===== src/rtl/rv3n_fetch_pkg.sv =====
// rtl/rv3n_fetch_pkg.sv - shared defaults and types for the rv3n fetch stage
`timescale 1ns/1ps
package rv3n_fetch_pkg;

    localparam int XLEN_DEF        = 32;
    localparam int FETCH_DEPTH_DEF = 4;

    typedef enum logic {
        ST_IDLE = 1'b0,
        ST_RUN  = 1'b1
    } fetch_state_e;

endpackage


===== src/rtl/rv3n_fetch_fifo.sv =====
// rtl/rv3n_fetch_fifo.sv - synchronous FIFO with flush, used for fetched words and in-flight PCs
`timescale 1ns/1ps
module rv3n_fetch_fifo #(
    parameter int  W     = 64,
    parameter int  DEPTH = 4,
    localparam int AW    = $clog2(DEPTH)
) (
    input  logic          clk,
    input  logic          rst,
    input  logic          flush,
    input  logic          push,
    input  logic [W-1:0]  push_data,
    input  logic          pop,
    output logic [AW:0]   count,
    output logic [W-1:0]  head_data
);

    localparam logic [AW:0] ONE      = 1;
    localparam logic [AW:0] FULL_CNT = DEPTH[AW:0];

    logic [W-1:0] mem_q [DEPTH];
    logic [AW:0]  wr_ptr_q, wr_ptr_d;
    logic [AW:0]  rd_ptr_q, rd_ptr_d;
    logic         push_ok, pop_ok;

    // Pointers carry an extra wrap bit so full and empty are distinguishable.
    assign count     = wr_ptr_q - rd_ptr_q;
    assign head_data = mem_q[rd_ptr_q[AW-1:0]];
    assign push_ok   = push && (count != FULL_CNT) && !flush;
    assign pop_ok    = pop && (count != '0) && !flush;

    // Next-pointer logic; a flush discards everything including this cycle's push.
    always_comb begin
        wr_ptr_d = wr_ptr_q;
        rd_ptr_d = rd_ptr_q;
        if (flush) begin
            wr_ptr_d = '0;
            rd_ptr_d = '0;
        end else begin
            if (push_ok) wr_ptr_d = wr_ptr_q + ONE;
            if (pop_ok)  rd_ptr_d = rd_ptr_q + ONE;
        end
    end

    // Pointer registers.
    always_ff @(posedge clk) begin
        if (!rst) begin
            wr_ptr_q <= '0;
            rd_ptr_q <= '0;
        end else begin
            wr_ptr_q <= wr_ptr_d;
            rd_ptr_q <= rd_ptr_d;
        end
    end

    // Storage array; contents are meaningless while count is zero.
    always_ff @(posedge clk) begin
        if (push_ok) mem_q[wr_ptr_q[AW-1:0]] <= push_data;
    end

endmodule


===== src/rtl/rv3n_fetch.sv =====
// rtl/rv3n_fetch.sv - instruction fetch stage with credit-limited prefetch and redirect flush
`timescale 1ns/1ps
module rv3n_fetch
    import rv3n_fetch_pkg::*;
#(
    parameter int XLEN        = XLEN_DEF,
    parameter int FETCH_DEPTH = FETCH_DEPTH_DEF
) (
    input  logic             clk,
    input  logic             rst,
    input  logic             jump_valid,
    input  logic [XLEN-1:0]  jump_pc,
    input  logic             stage_id_clear,
    output logic             imem_req_valid,
    input  logic             imem_req_ready,
    output logic [XLEN-1:0]  imem_req_addr,
    input  logic             imem_resp_valid,
    input  logic [XLEN-1:0]  imem_resp_data,
    output logic             fetch_instr_valid,
    input  logic             fetch_instr_ready,
    output logic [XLEN-1:0]  fetch_instr_data,
    output logic [XLEN-1:0]  fetch_instr_pc
);

    localparam int          CW      = $clog2(FETCH_DEPTH) + 1;
    localparam logic [CW:0] DEPTH_W = FETCH_DEPTH[CW:0];

    fetch_state_e    state_q, state_d;
    logic [XLEN-1:0] pc_q, pc_d;
    logic [CW-1:0]   discard_q, discard_d;

    logic [CW-1:0]      fifo_count, aq_count, out_next;
    logic [2*XLEN-1:0]  fifo_head;
    logic [XLEN-3:0]    aq_head;
    logic [CW:0]        credit_used;
    logic               flush, accept, resp_ok, keep, pop;

    // The in-flight PC queue doubles as the outstanding-request counter.
    assign flush          = jump_valid || stage_id_clear;
    assign credit_used    = {1'b0, fifo_count} + {1'b0, aq_count};
    assign imem_req_valid = (state_q == ST_RUN) && (credit_used < DEPTH_W);
    assign imem_req_addr  = pc_q;
    assign accept         = imem_req_valid && imem_req_ready;
    assign resp_ok        = imem_resp_valid && (aq_count != '0);
    assign keep           = resp_ok && (discard_q == '0) && !flush;
    assign pop            = fetch_instr_valid && fetch_instr_ready;
    assign out_next       = aq_count + {{(CW-1){1'b0}}, accept} - {{(CW-1){1'b0}}, resp_ok};

    assign fetch_instr_valid = (fifo_count != '0);
    assign fetch_instr_data  = fetch_instr_valid ? fifo_head[XLEN-1:0]      : '0;
    assign fetch_instr_pc    = fetch_instr_valid ? fifo_head[2*XLEN-1:XLEN] : '0;

    // Next state: redirect target, sequential PC advance and stale-response accounting.
    always_comb begin
        state_d   = state_q;
        pc_d      = pc_q;
        discard_d = discard_q;
        if (accept) pc_d = pc_q + XLEN'(4);
        if (jump_valid) begin
            pc_d    = jump_pc & {{(XLEN-2){1'b1}}, 2'b00};
            state_d = ST_RUN;
        end
        if (flush) begin
            discard_d = out_next;
        end else if (resp_ok && (discard_q != '0)) begin
            discard_d = discard_q - {{(CW-1){1'b0}}, 1'b1};
        end
    end

    // Stage registers.
    always_ff @(posedge clk) begin
        if (!rst) begin
            state_q   <= ST_IDLE;
            pc_q      <= '0;
            discard_q <= '0;
        end else begin
            state_q   <= state_d;
            pc_q      <= pc_d;
            discard_q <= discard_d;
        end
    end

    rv3n_fetch_fifo #(
        .W     (2*XLEN),
        .DEPTH (FETCH_DEPTH)
    ) u_instr_fifo (
        .clk       (clk),
        .rst       (rst),
        .flush     (flush),
        .push      (keep),
        .push_data ({aq_head, 2'b00, imem_resp_data}),
        .pop       (pop),
        .count     (fifo_count),
        .head_data (fifo_head)
    );

    rv3n_fetch_fifo #(
        .W     (XLEN-2),
        .DEPTH (FETCH_DEPTH)
    ) u_addr_queue (
        .clk       (clk),
        .rst       (rst),
        .flush     (1'b0),
        .push      (accept),
        .push_data (pc_q[XLEN-1:2]),
        .pop       (resp_ok),
        .count     (aq_count),
        .head_data (aq_head)
    );

endmodule


===== config.mk =====
export PLATFORM = sky130hd
export DESIGN_NAME = rv3n_fetch
export DESIGN_NICKNAME = d
export VERILOG_FILES = /design/src/rtl/rv3n_fetch_pkg.sv /design/src/rtl/rv3n_fetch_fifo.sv /design/src/rtl/rv3n_fetch.sv
export SDC_FILE = /design/constraint.sdc
export NUM_CORES = 1
export LEC_CHECK = 0
export BUFFER_PORTS_ARGS = -buffer_cell sky130_fd_sc_hd__buf_4
export CAP_MARGIN = 30
export CORE_ASPECT_RATIO = 0.75
export CORE_MARGIN = 1.5
export CORE_UTILIZATION = 47
export DETAILED_ROUTE_END_ITERATION = 10
export MAX_ROUTING_LAYER = met4
export PLACE_DENSITY = 0.66
export REMOVE_ABC_BUFFERS = 1
export SYNTH_ARGS = -nofsm -noshare
export SYNTH_HDL_FRONTEND = slang
export SYNTH_SLANG_ARGS = --single-unit

===== constraint.sdc =====
create_clock -name clk -period 5.9 [get_ports clk]
set_clock_uncertainty 0.2 [all_clocks]
set_input_delay 0.885 -clock clk [delete_from_list [all_inputs] [get_ports clk]]
set_output_delay 0.885 -clock clk [all_outputs]
set_load 0.01 [all_outputs]

# [After elaboration in Yosys (flattened, before gate mapping)]
# Memories as Yosys holds them, arrays and structs flattened. A register that Yosys moved wholly into a read port is not among the register bits.
# Index checks and enable logic that the tools add are counted.
[word_totals] regBits=48 mem_bits_rw=368 n_memories=2
[memory_table] name="u_instr_fifo.mem_q" depth=4 width=62 rd=1 rd_ports_with_merged_regs=1 write_ports=1 line_no="rv3n_fetch_fifo.sv:21" rtl="logic [W-1:0] mem_q [DEPTH];"
[memory_table] name="u_addr_queue.mem_q" depth=4 width=30 rd=1 rd_ports_with_merged_regs=1 write_ports=1 line_no="rv3n_fetch_fifo.sv:21"
[classes] n_addsub=11 n_lt_le_gt_ge=1 n_eq_ne=2 muxes=14 bitwise=1 reduce_logical=23
[op_table] op="$mux W32" count=4
[op_table] op="$add A32 B3 Y32 const B" count=1
[op_table] op="$logic_and A1 B1 Y1" count=13
[op_table] op="$add A3 B1 Y3 const B" count=4
[op_table] op="$reduce_bool A3 Y1" count=3
[op_table] op="$mux W2" count=4
[op_table] op="$mux W3" count=2
[op_table] op="$ne A3 B3 Y1 const B" count=2
[op_table] op="$sub A3 B3 Y3" count=2
[op_table] op="$add A3 B3 Y4" count=1
[op_table] op="$lt A4 B3 Y1 const B" count=1
[op_table] op="$mux W1" count=4
[op_table] op="$reduce_bool A2 Y1" count=2
[op_table] op="$reduce_or A2 Y1" count=2
[op_table] op="$add A3 B1 Y3" count=1
[op_table] op="$logic_not A3 Y1" count=1
[op_table] op="$sub A3 B1 Y3" count=1
[op_table] op="$sub A3 B1 Y3 const B" count=1
[op_table] op="$logic_not A1 Y1" count=1
[op_table] op="$logic_or A1 B1 Y1" count=1
[op_table] op="$not A1 Y1" count=1

# [Longest topological paths before layout]
# Gate-level depths: netlist of run 1.
[depth] word_depth=9 depth_mapped=18 depth_no_buf=17

# [Hierarchy]
# A second synthesis of run 1 with hierarchy kept.
[hier_totals] hier_cells=953 area_unflattened_um2=17249.0
[modules_own_cells] mod="rv3n_fetch_fifo (u_instr_fifo)" n_inst=1 cells_per_inst=390 area_per_inst_um2=9744.3 seq_area_each_um2=7847.5
[modules_own_cells] mod="rv3n_fetch_fifo (u_addr_queue)" n_inst=1 cells_per_inst=212 area_per_inst_um2=4843.4 seq_area_each_um2=3763.6
[modules_own_cells] mod="rv3n_fetch" n_inst=1 cells_per_inst=351 area_per_inst_um2=2661.3 seq_area_each_um2=680.7

# [Worst setup path before layout of run 1]
# Ideal clock, no wire load.
[synth_path] path_type="register -> register" startpoint="reg u_instr_fifo.wr_ptr_q[0]" endpoint="reg discard_q[2]" setup_time_ns=0.140 t_arrival_ns=3.979 t_required_ns=5.560 path_slack_ns=1.581 path_stages_with_launch=19 n_path_buf=1 cell_sequence="dfxtp_1 -> inv_1 -> ha_1 -> inv_1 -> fa_1 -> xnor3_1 -> ha_1 -> or4b_4 -> or3_1 -> clkbuf_1 -> ha_1 -> inv_1 -> ha_1 -> inv_1 -> fa_1 -> xnor2_1 -> xnor2_1 -> o21ai_0 -> a31oi_1"
[synth_between] elab_chain_len=8
[synth_lines] element="start: declaration" line_no="rv3n_fetch_fifo.sv:22" rtl="logic [AW:0] wr_ptr_q, wr_ptr_d;"
[synth_lines] element="start signal: assignment" line_no="rv3n_fetch_fifo.sv:51" rtl="wr_ptr_q <= wr_ptr_d;"
[synth_lines] element="$sub A3 B3 Y3" line_no="rv3n_fetch_fifo.sv:27" rtl="assign count = wr_ptr_q - rd_ptr_q;"
[synth_lines] element="$add A3 B3 Y4" line_no="rv3n_fetch.sv:40" rtl="assign credit_used = {1'b0, fifo_count} + {1'b0, aq_count};"
[synth_lines] element="$lt A4 B3 Y1" line_no="rv3n_fetch.sv:41" rtl="assign imem_req_valid = (state_q == ST_RUN) && (credit_used < DEPTH_W);"
[synth_lines] element="$logic_and A1 B1 Y1" line_no="rv3n_fetch.sv:41"
[synth_lines] element="$logic_and A1 B1 Y1" line_no="rv3n_fetch.sv:43" rtl="assign accept = imem_req_valid && imem_req_ready;"
[synth_lines] element="$add A3 B1 Y3" line_no="rv3n_fetch.sv:47" rtl="assign out_next = aq_count + {{(CW-1){1'b0}}, accept} - {{(CW-1){1'b0}}, resp_ok};"
[synth_lines] element="$sub A3 B1 Y3" line_no="rv3n_fetch.sv:47"
[synth_lines] element="$mux W3" line_no="rv3n_fetch.sv:63" rtl="if (flush) begin"
[synth_lines] element="end signal: assignment" line_no="rv3n_fetch.sv:79" rtl="discard_q <= discard_d;"
[synth_lines] element="end: declaration" line_no="rv3n_fetch.sv:30" rtl="logic [CW-1:0] discard_q, discard_d;"
# Every way passes these cells.
# A chain may end at the register's enable or synchronous reset.

# [Final worst setup path of run 1]
# Same ends and word-level chain as after synthesis.

==> results of run 1 <==
-- power by group through the flow --
stage	combinational (uW)	sequential (uW)	clock, uW
floorplan	418	3560	0
global placement	647	3580	0
detailed placement	667	3580	0
CTS	669	3520	2400
global route	733	3530	2520
finish	660	3520	2350
-- sequential cells by signal, summed over array words and instances (netlist names), named ones only --
register,cells
imem_req_addr,30
discard_q,3
u_instr_fifo.mem_q,248
u_instr_fifo.rd_ptr_q,3
u_addr_queue.wr_ptr_q,3
u_instr_fifo.wr_ptr_q,3
u_addr_queue.rd_ptr_q,3
u_addr_queue.mem_q,120
state_q,1
-- area by class of cell --
cell class / instances / share of cell area (%)
tap: 457 / 2.88
inverter: 21 / 0.397
timing repair buffer: 178 / 7.21
sequential: 418 / 60.7
clock inverter: 15 / 0.384
multi-input combinational: 458 / 22.9
clock buffer: 59 / 5.55
-- kinds of logic (layout without fill, tap and decap cells) --
| family | after synthesis | after routing |
|---|---|---|
| xor+xnor | 16 | 16 |
| compound gates | 102 | 102 |
| fa+ha+maj | 22 | 22 |
| other cells | 1 | 4 |
| flops | 418 | 418 |
| buf+inv | 79 | 273 |
| simple gates | 219 | 219 |
| mux | 95 | 95 |
-- worst max-delay path, delay by kind of cell, from the launching register on --
kind | cells | cell delay (ns)
flip-flops | 1 | 0.34
XOR/XNOR | 3 | 0.78
AND/OR/NAND/NOR | 2 | 1.07
AO/OA/AOI/OAI | 2 | 0.23
adder cells (fa/ha/maj) | 6 | 1.68
buffers and inverters | 4 | 0.29
-- Yosys cell counts (2+ instances only) --
library cell / count / area share [%]
o21ai_0: 38 / 1.1
fa_1: 3 / 0.36
nor4_1: 14 / 0.52
nor3_1: 8 / 0.24
nand2_1: 21 / 0.47
dfxtp_1: 50 / 5.9
xnor3_1: 2 / 0.27
o31ai_1: 5 / 0.22
xnor2_1: 9 / 0.47
nand2b_1: 5 / 0.19
o211ai_1: 4 / 0.18
clkbuf_1: 38 / 0.84
or4_1: 9 / 0.40
o31a_1: 2 / 0.10
a21boi_0: 2 / 0.089
and2_1: 8 / 0.30
nand4_1: 12 / 0.44
and4_1: 5 / 0.26
xor2_1: 5 / 0.26
mux2i_1: 2 / 0.12
and3_1: 9 / 0.33
nand3_1: 15 / 0.44
a211o_1: 6 / 0.31
a211oi_1: 8 / 0.36
nor2_1: 26 / 0.58
mux4_2: 92 / 12
buf_6: 3 / 0.20
inv_1: 21 / 0.47
buf_2: 2 / 0.059
edfxtp_1: 368 / 65
ha_1: 19 / 1.4
buf_4: 4 / 0.18
nor2b_1: 67 / 2.5
a311oi_1: 4 / 0.21
a21oi_1: 12 / 0.36
or3_1: 11 / 0.41
buf_1: 11 / 0.24
a31oi_1: 12 / 0.44
-- worst max path at each step --
stage,startpoint,endpoint,slack [ns]
2_1_floorplan,u_instr_fifo.wr_ptr_q[0],fetch_instr_valid,1.14
4_1_cts,u_instr_fifo.wr_ptr_q[0],discard_q[2],1.22
3_3_place_gp,u_instr_fifo.wr_ptr_q[0],discard_q[2],1.26
6_report,u_instr_fifo.wr_ptr_q[0],discard_q[2],1.24
3_5_place_dp,u_instr_fifo.wr_ptr_q[0],discard_q[2],1.21
5_1_grt,u_instr_fifo.wr_ptr_q[0],discard_q[2],0.98
-- through the flow --
step	total power, uW	hold slack (ns)
after floorplan	3980	0.230
after global placement	4220	0.247
after detailed placement	4250	0.262
after CTS	6580	0.276
after global routing	6780	0.307
final	6530	0.275
-- metal layers --
metal / up-vias / share of wire (%) / track usage (%)
met5: - / 0 / -
met4: 0 / 2.1 / 5.54
met3: 47 / 5.4 / 3.51
met2: 302 / 47 / 30.4
met1: 4686 / 46 / 28.9
li1: 4144 / - / -
==> run summary, run 1 <==
status - finished, final reports clean
critical path arrival - 4.93 ns
final design utilization - 56.7%
die width - 222 um
antenna violations before repair - 0
Place WS - 1.21 ns
Syn Area/Cell - 17.8 um^2
slowest CP cell - or4b_4
Synth Area in Compound Gates - 3.95%
DP HPWL - 22400 um
CTS Sinks - 418
Top FF cell, synth - edfxtp_1
TritonCTS Buffers - 41
cell internal pwr - 5030 uW
Post-CTS Setup Bufs - 0
CP required - 6.17 ns
Die ar. - 37100 um^2
worst-margin pin slew - 0.867 ns
RR Startpoint - u_instr_fifo.wr_ptr_q[0]
post-route cell area - 19900 um^2
total track usage - 20.3%
final setup vio count - 0
largest family of logic cells by synthesized area - multiplexers
R2R Setup Slk - 1.24 ns
Yosys cell types - 58
hold path start - u_instr_fifo.rd_ptr_q[2]
Max-Cap Viols - 0
router iterations before antenna repair - 6
r2r endpoint - discard_q[2]
hold endpoint - u_instr_fifo.rd_ptr_q[2]
ordered cell list for the critical path - inv_1 -> ha_1 -> inv_1 -> fa_1 -> xnor3_1 -> ha_1 -> or4b_4 -> or3_1 -> ha_1 -> inv_1 -> ha_1 -> inv_1 -> fa_1 -> xnor2_1 -> xnor2_1 -> o21ai_0 -> a31oi_1
sw frac - 23.0%
FF+latch count, synth - 418
hold buffer count at cts - 0
largest net degree at the start of global routing - 64
Vias/cell - 5.72
routed length per instance - 22.2 um
Highest Clock Rate - 0.215 GHz
Area Overhead vs Synth - 17.6%
# resized after CTS - 0
DR iter-0 viols - 820
Synth Area in Adders - 1.76%
die height - 167 um
clk slew on worst S/H paths - 0.06 ns
post-placement cell area - 18700 um^2
starting density of the core - 48.2%
crit path max fanout - 12
final WL - 35700 um
Layout fillers - 2705
sequential fraction of the synthesis area - 71.3%
Peak VDD IR - 0.000179 V
mux share of post-synthesis cell area - 12.4%
type of origin of the critical path - flop
final period utilization - 79.0%
CTS max path bufs - 3
area of the multi-input gates - 4550 um^2
Final Hold Violating Endpoints - 0
Synth warnings - 0
Ports - 169
Skew-Pair Late Insertion Delay - 0.54 ns
most common cell after layout, fill and taps aside - edfxtp_1
CP Class - flop to flop
pins over their slew limit - 0
Synth async-reset ratio - 0%
Worst Setup End Kind - flop
PnR worst setup slack - 1.24 ns
gate count of the mapped netlist - 952
Ant. Diodes - 0
row count - 59
Layout Cells excl Fill - 1606
Tmin final - 4.66 ns
vias - 9179
Placed Cells incl. Taps - 1532
gpl congestion - 0.812
Hold Path Depth - 2
layout cells sized above 1 - 29.1%
Net Sw Power - 1500 uW
Reg power frac - 53.9%
PortBufs - 162
Routed Antenna Nets - 0
CTS Root Cell - clkbuf_16
clock group share of total power - 36.0%
Nets - 1211
Synth Cell Area - 16900 um^2
PwrDens - 328 nW/um^2
GRT Residual Overflow - 0
Simple-Gate Fraction of Synth Area - 7.55%
Slew HR - 42.2%
R2R depth - 17
RSZ-0062 raised after global routing - no
crit-path max cell delay - 0.62 ns
Core Region - 35100 um^2
Post-synth EDFFs - 368
FF+latch area - 12100 um^2
P_leak - 0.00654 uW
Worst Hold Class - flop to flop
Setup TNS - 0 ns
H-tree levels - 2
most frequent cells in the layout - edfxtp_1, buf_4, mux4_2
Comb pwr share - 10.1%
xor-xnor portion of the synthesized cell area - 0.992%
global-route wire length before repair - 55400 um
vias in the first global route - 9127
DRC viols - 0
CTS tree - built
No activity file was read; power rests on OpenSTA's default activity.
==> run 2: changes to the inputs <==
--- a/config.mk
+++ b/config.mk
@@ -12,7 +12,7 @@
 export CORE_UTILIZATION = 47
 export DETAILED_ROUTE_END_ITERATION = 10
 export MAX_ROUTING_LAYER = met4
-export PLACE_DENSITY = 0.66
+export PLACE_DENSITY = 0.68
 export REMOVE_ABC_BUFFERS = 1
 export SYNTH_ARGS = -nofsm -noshare
 export SYNTH_HDL_FRONTEND = slang
==> constraint.sdc (replaced) <==
create_clock -name clk -period 3.99 [get_ports clk]
set_clock_uncertainty 0.2 [all_clocks]
set_input_delay 0.5985 -clock clk [delete_from_list [all_inputs] [get_ports clk]]
set_output_delay 0.5985 -clock clk [all_outputs]
set_load 0.01 [all_outputs]
==> run 2 against run 1 <==
  * Critical path type unchanged
  * Highest routed layer unchanged
  * Combinational power up 65%
  * Critical path depth unchanged
  * Cell count up 2.1%
==> run summary, run 2 (synthesis gave the netlist of run 1 again) <==
Max-Cap Viols - 0 (unchanged)
global-route wire length before repair - 55600 um (+0.44%)
P_leak - 0.00679 uW (+3.8%)
Reg power frac - 52.4% (-1.5 points)
post-placement cell area - 19000 um^2 (+1.7%)
clock group share of total power - 36.6% (+0.6 points)
status - finished, final reports clean
most common cell after layout, fill and taps aside - edfxtp_1
row count - 59 (unchanged)
slowest CP cell - or4b_4
Comb pwr share - 11.0% (+0.9 points)
Worst Hold Class - input pin to flop
RR Startpoint - u_instr_fifo.wr_ptr_q[0]
layout cells sized above 1 - 33.6% (+4.5 points)
cell internal pwr - 7660 uW (+52%)
DP HPWL - 23000 um (+2.8%)
Hold Path Depth - 1 (-1)
antenna violations before repair - 0 (unchanged)
Die ar. - 37100 um^2 (unchanged)
Place WS - -0.289 ns (-1.50 ns)
hold path start - imem_resp_data[0]
crit-path max cell delay - 0.49 ns (-0.13 ns)
final period utilization - 97.8% (+19 points)
hold endpoint - u_instr_fifo.mem_q[1][0]
R2R Setup Slk - 0.09 ns (-1.15 ns)
routed length per instance - 21.7 um (-2.2%)
CP Buf/Inv Count - 4 (unchanged)
vias - 9297 (+1.3%)
Vias/cell - 5.67 (-0.81%)
Area Overhead vs Synth - 20.5%
area of the multi-input gates - 4610 um^2 (+1.3%)
CTS tree - built
Tmin final - 3.90 ns (-0.757 ns)
starting density of the core - 48.2% (unchanged)
critical path arrival - 4.16 ns (-0.77 ns)
worst setup path start - u_instr_fifo.wr_ptr_q[0]
worst-margin pin slew - 0.865 ns (-0.00257 ns)
CTS Sinks - 418 (unchanged)
Final Hold Violating Endpoints - 0 (unchanged)
final WL - 35600 um (-0.14%)
r2r endpoint - discard_q[2]
Peak VDD IR - 0.000377 V (+110%)
delay-heaviest family, CP - adder cells
RSZ-0062 raised after global routing - yes
R2R depth - 17 (unchanged)
vias in the first global route - 9395 (+2.9%)
hold buffer count at cts - 0 (unchanged)
Ant. Diodes - 0 (unchanged)
Layout fillers - 2627 (-2.9%)
Ports - 169 (unchanged)
router iterations before antenna repair - 5 (-1)
PnR worst setup slack - 0.0863 ns (-1.15 ns)
max reg flops - 248 (unchanged)
type of origin of the critical path - flop
crit path max fanout - 2 (-10)
TritonCTS Buffers - 40 (-2.4%)
Highest Clock Rate - 0.256 GHz (+19%)
ordered cell list for the critical path - inv_2 -> ha_4 -> inv_2 -> fa_2 -> xnor3_1 -> ha_1 -> or4b_4 -> or3_4 -> ha_4 -> inv_1 -> ha_2 -> inv_1 -> fa_2 -> xnor2_2 -> xnor2_1 -> o21ai_1 -> a31oi_1
clk slew on worst S/H paths - 0.06 ns (about the same)
die width - 222 um (unchanged)
DRC viols - 0 (unchanged)
PwrDens - 488 nW/um^2 (+49%)
CP required - 4.25 ns (-1.92 ns)
PortBufs - 162 (unchanged)
pins over their slew limit - 0 (unchanged)
largest net degree at the start of global routing - 64 (unchanged)
DR iter-0 viols - 723 (-12%)
post-route cell area - 20400 um^2 (+2.5%)
Slew HR - 42.3% (+0.17 points)
CP Class - flop to flop
Net Sw Power - 2270 uW (+52%)
H-tree levels - 2 (unchanged)
Core Region - 35100 um^2 (unchanged)
total track usage - 20.3% (+0.029 points)
final setup vio count - 0 (unchanged)
gpl congestion - 0.824 (+1.5%)
CTS max path bufs - 3 (unchanged)
die height - 167 um (unchanged)
most frequent cells in the layout - edfxtp_1, buf_4, mux4_2
Routed Antenna Nets - 0 (unchanged)
CTS Root Cell - clkbuf_16
FF+latch area - 12100 um^2 (about the same)
GRT Residual Overflow - 0 (unchanged)
Nets - 1246 (+2.9%)
Skew-Pair Late Insertion Delay - 0.54 ns (about the same)
Worst Setup End Kind - flop
sw frac - 22.9% (-0.11 points)
## run 2: what timing repair did
action,CTS,global route
pin swaps,8,6
setup endpoints to repair,3,2
gates resized for setup,13,7
buffers inserted,1,2
## run 2: layout make-up
class                   count  area share [%]
flip-flops and latches    418            59.2
clock buffers              46            5.07
inverters                  21           0.387
repair buffers            214            8.75
clock inverters            26            1.11
multi-input cells         458            22.7
well taps                 457            2.81
## run 2: worst max path at each step
stage	cells past startpoint	slack, ns	to
floorplan	7	-0.48	fetch_instr_valid
global placement	17	-0.22	discard_q[2]
detailed placement	17	-0.29	discard_q[2]
CTS	17	-0.02	discard_q[2]
global route	17	-0.06	discard_q[2]
finish	17	0.09	discard_q[2]
## run 2: worst reg2reg max path: cells and delay by family (launching register included)
| kind | cells | cell delay (ns) |
|---|---|---|
| fa+ha+maj | 6 | 1.49 |
| simple gates | 2 | 0.90 |
| xor+xnor | 3 | 0.50 |
| buf+inv | 4 | 0.19 |
| flops | 1 | 0.32 |
| compound gates | 2 | 0.24 |
## run 2: stage by stage
step | util, % | std cells | power (uW) | hold slack [ns] | TNS, ns
floorplan | - | 897 | 5880 | 0.230 | -51.93
global placement | 54.3 | 1565 | 6310 | 0.247 | -0.308
detailed placement | 54.3 | 1565 | 6340 | 0.269 | -0.448
CTS | 58.0 | 1638 | 10000 | 0.0323 | -0.0179
global route | 58.1 | 1640 | 10300 | 0.0383 | -0.0618
finish | 58.1 | 1640 | 9940 | 0.0550 | 0
## run 2: layer usage
metal / GRT usage [%] / routed length, um / share of wire, % / up-vias
met5: - / 0 / 0 / -
li1: - / - / - / 4208
met1: 28.8 / 15800 / 44 / 4710
met4: 6.02 / 884 / 2.5 / 0
met3: 3.56 / 2190 / 6.1 / 62
met2: 30.4 / 16700 / 47 / 317
## run 2: power groups by stage
stage	Combinational, uW	Clock (uW)	Sequential [uW]
4_1_cts	1080	3730	5210
2_1_floorplan	619	0	5270
5_1_grt	1200	3890	5230
6_report	1090	3640	5210
3_3_place_gp	1020	0	5290
3_5_place_dp	1040	0	5300
==> run 3: changes to the inputs <==
--- a/config.mk
+++ b/config.mk
@@ -5,8 +5,9 @@
 export SDC_FILE = /design/constraint.sdc
 export NUM_CORES = 1
 export LEC_CHECK = 0
+export ABC_AREA = 1
 export BUFFER_PORTS_ARGS = -buffer_cell sky130_fd_sc_hd__buf_4
-export CAP_MARGIN = 30
+export CAP_MARGIN = 5
 export CORE_ASPECT_RATIO = 0.75
 export CORE_MARGIN = 1.5
 export CORE_UTILIZATION = 47
==> run 3 against run 2 <==
  * Worst setup slack gained 0.14 ns
  * Routed wire length increased by 16%
  * Non-clock buffer count is 21 lower
  * Cell area rose by 3.8%
  * Largest cell class unchanged
==> run summary, run 3 <==
status - finished, final reports clean
area of the multi-input gates - 4940 um^2 (+7.1%)
vias - 12268 (+32%)
most common library cells after synthesis - edfxtp_1, nor2_1, nand2_1
RSZ-0062 raised after global routing - yes
global-route wire length before repair - 64300 um (+16%)
Slew HR - 42.2% (-0.15 points)
cell internal pwr - 8250 uW (+7.7%)
Area Overhead vs Synth - 18.6%
Net Sw Power - 3070 uW (+35%)
Synth warnings - 0 (unchanged)
most frequent cells in the layout - edfxtp_1, nor2_1, nand2_1
Final Hold Violating Endpoints - 0 (unchanged)
type of origin of the critical path - flop
final WL - 41200 um (+16%)
total track usage - 21.7% (+1.4 points)
Reg power frac - 47.9% (-4.5 points)
FF+latch count, synth - 418 (unchanged)
max reg flops - 248 (unchanged)
clk slew on worst S/H paths - 0.06 ns (about the same)
Setup TNS - 0 ns (unchanged)
Synth Cell Area - 17800 um^2 (+5.5%)
Ant. Diodes - 0 (unchanged)
Skew-Pair Late Insertion Delay - 0.55 ns (about the same)
Worst Setup End Kind - output pin
Post-synth EDFFs - 368 (unchanged)
post-synth top area share - 61.9% (-3.4 points)
CTS tree - built
post-route cell area - 21200 um^2 (+3.8%)
Worst Hold Class - input pin to flop
vias in the first global route - 11454 (+22%)
most common cell after layout, fill and taps aside - edfxtp_1
CTS Root Cell - clkbuf_16
crit path max fanout - 39 (+37)
final period utilization - 94.2% (-3.6 points)
row count - 61 (+3.4%)
Yosys cell types - 40 (-31%)
H-tree levels - 2 (unchanged)
die width - 228 um (+2.7%)
Peak VDD IR - 0.000427 V (+13%)
DRC viols - 0 (unchanged)
FF+latch area - 12100 um^2 (about the same)
most common cell in the netlist - edfxtp_1
Place WS - 0.121 ns (+0.410 ns)
Synth async-reset ratio - 0% (unchanged)
PortBufs - 162 (unchanged)
final hold slack - 0.0443 ns (-0.0107 ns)
worst-margin pin slew - 0.866 ns (+0.00133 ns)
critical path arrival - 2.96 ns (-1.20 ns)
PwrDens - 535 nW/um^2 (+9.7%)
Routed Antenna Nets - 0 (unchanged)
Max-Cap Viols - 0 (unchanged)
largest net degree at the start of global routing - 71 (+11%)
Synth area leaders - edfxtp_1, nor2_1, dfxtp_1
Die ar. - 39100 um^2 (+5.4%)
GRT Residual Overflow - 0 (unchanged)
sw frac - 27.1% (+4.2 points)
CP required - 3.19 ns (-1.06 ns)
layout cells sized above 1 - 17.3% (-16 points)
Ports - 169 (unchanged)
Highest Clock Rate - 0.266 GHz (+3.9%)
Syn Area/Cell - 11.1 um^2 (-38%)
final setup vio count - 0 (unchanged)
post-placement cell area - 19700 um^2 (+3.8%)
die height - 172 um (+2.7%)
gate count of the mapped netlist - 1614 (+70%)
PnR worst setup slack - 0.231 ns (+0.145 ns)
Comb pwr share - 17.3% (+6.3 points)
gpl congestion - 0.900 (+9.2%)
P_leak - 0.00819 uW (+21%)
Tmin final - 3.76 ns (-0.145 ns)
Vias/cell - 5.32 (-6.2%)
DR iter-0 viols - 1231 (+70%)
pins over their slew limit - 0 (unchanged)
Layout fillers - 3132 (+19%)
Core Region - 37200 um^2 (+6.2%)
Nets - 1862 (+49%)
clock group share of total power - 34.8% (-1.8 points)
CTS max path bufs - 3 (unchanged)
sequential fraction of the synthesis area - 67.6% (-3.7 points)
starting density of the core - 47.9% (-0.31 points)
Top FF cell, synth - edfxtp_1
CTS Sinks - 418 (unchanged)
routed length per instance - 17.9 um (-18%)
cell taking the most area after synthesis - edfxtp_1
TritonCTS Buffers - 41 (+2.5%)
DP HPWL - 25400 um (+10%)
CP Class - flop to output pin
antenna violations before repair - 0 (unchanged)
router iterations before antenna repair - 6 (+1)
[run 3: cell types whose count changed after synthesis, moves of 62 or more]
cell	change
nor2_1	+292
nand2_1	+233
nor2b_1	-67
o21ai_0	+96
o32ai_1	+62
inv_1	+112
mux4_2	-92
[run 3: final timing paths]
kind	start	to	slack (ns)	cells after the start
max	u_instr_fifo.wr_ptr_q[0]	fetch_instr_pc[24]	0.23	10
min	imem_resp_data[8]	u_instr_fifo.mem_q[3][8]	0.04	1
max reg2reg	u_instr_fifo.wr_ptr_q[0]	discard_q[2]	0.25	25
min reg2reg	discard_q[1]	discard_q[1]	0.29	2
[run 3: worst max-delay path, stage by stage (launching register included)]
cell	delay (ns)
dfxtp_1	0.40
inv_2	0.08
ha_1	0.18
inv_1	0.06
fa_2	0.46
nor2_2	0.20
nand3_4	0.37
buf_12	0.33
nand2_1	0.11
inv_1	0.06
buf_4	0.14
[run 3: power groups by stage]
stage               registers, uW  clock network (uW)  logic, uW
global route                 5440                4190       2170
CTS                          5420                4010       1950
detailed placement           5510                   0       1930
floorplan                    5540                   0       1170
global placement             5510                   0       1870
finish                       5420                3940       1950
[run 3: through the flow]
stage	utilization (%)	power [uW]	cells
6_report	56.8	11300	2306
5_1_grt	56.8	11800	2306
3_3_place_gp	53.0	7380	2230
4_1_cts	56.7	11400	2306
3_5_place_dp	53.0	7440	2230
2_1_floorplan	-	6720	1533
[run 3: routing by layer]
| metal | part of all wire, % | vias to the layer above | global-route usage, % |
|---|---|---|---|
| met2 | 46 | 379 | 33.8 |
| met5 | 0 | - | - |
| met3 | 6.2 | 53 | 3.37 |
| met4 | 1.7 | 0 | 5.47 |
| met1 | 46 | 5957 | 30.1 |
| li1 | - | 5879 | - |
[run 3: area by class of cell]
type | instances | area share, %
sequential | 418 | 57.0
multi-input combinational | 976 | 23.4
timing repair buffer | 193 | 7.62
clock buffer | 45 | 5.02
tap | 504 | 2.98
inverter | 139 | 2.48
clock inverter | 31 | 1.52
[run 3: what timing repair did]
action                                  in CTS  in global routing
hold buffers                                 0                  0
endpoints found under the setup margin       0                 37
gates resized for setup                      0                  7
buffers inserted                             0                  0
[run 3: cell families (layout without fill, tap and decap cells)]
group,count (synthesis),in the layout,synth area share [%]
AOI/OAI and AO/OA,270,270,9.23
xor gates and xnor gates,17,17,0.835
adders and majority gates,22,22,1.67
buffers and inverters,223,408,5.20
DFF,418,418,67.6
muxes,1,1,0.0561
other,1,4,0.0210
and+or+nand+nor,662,662,15.4
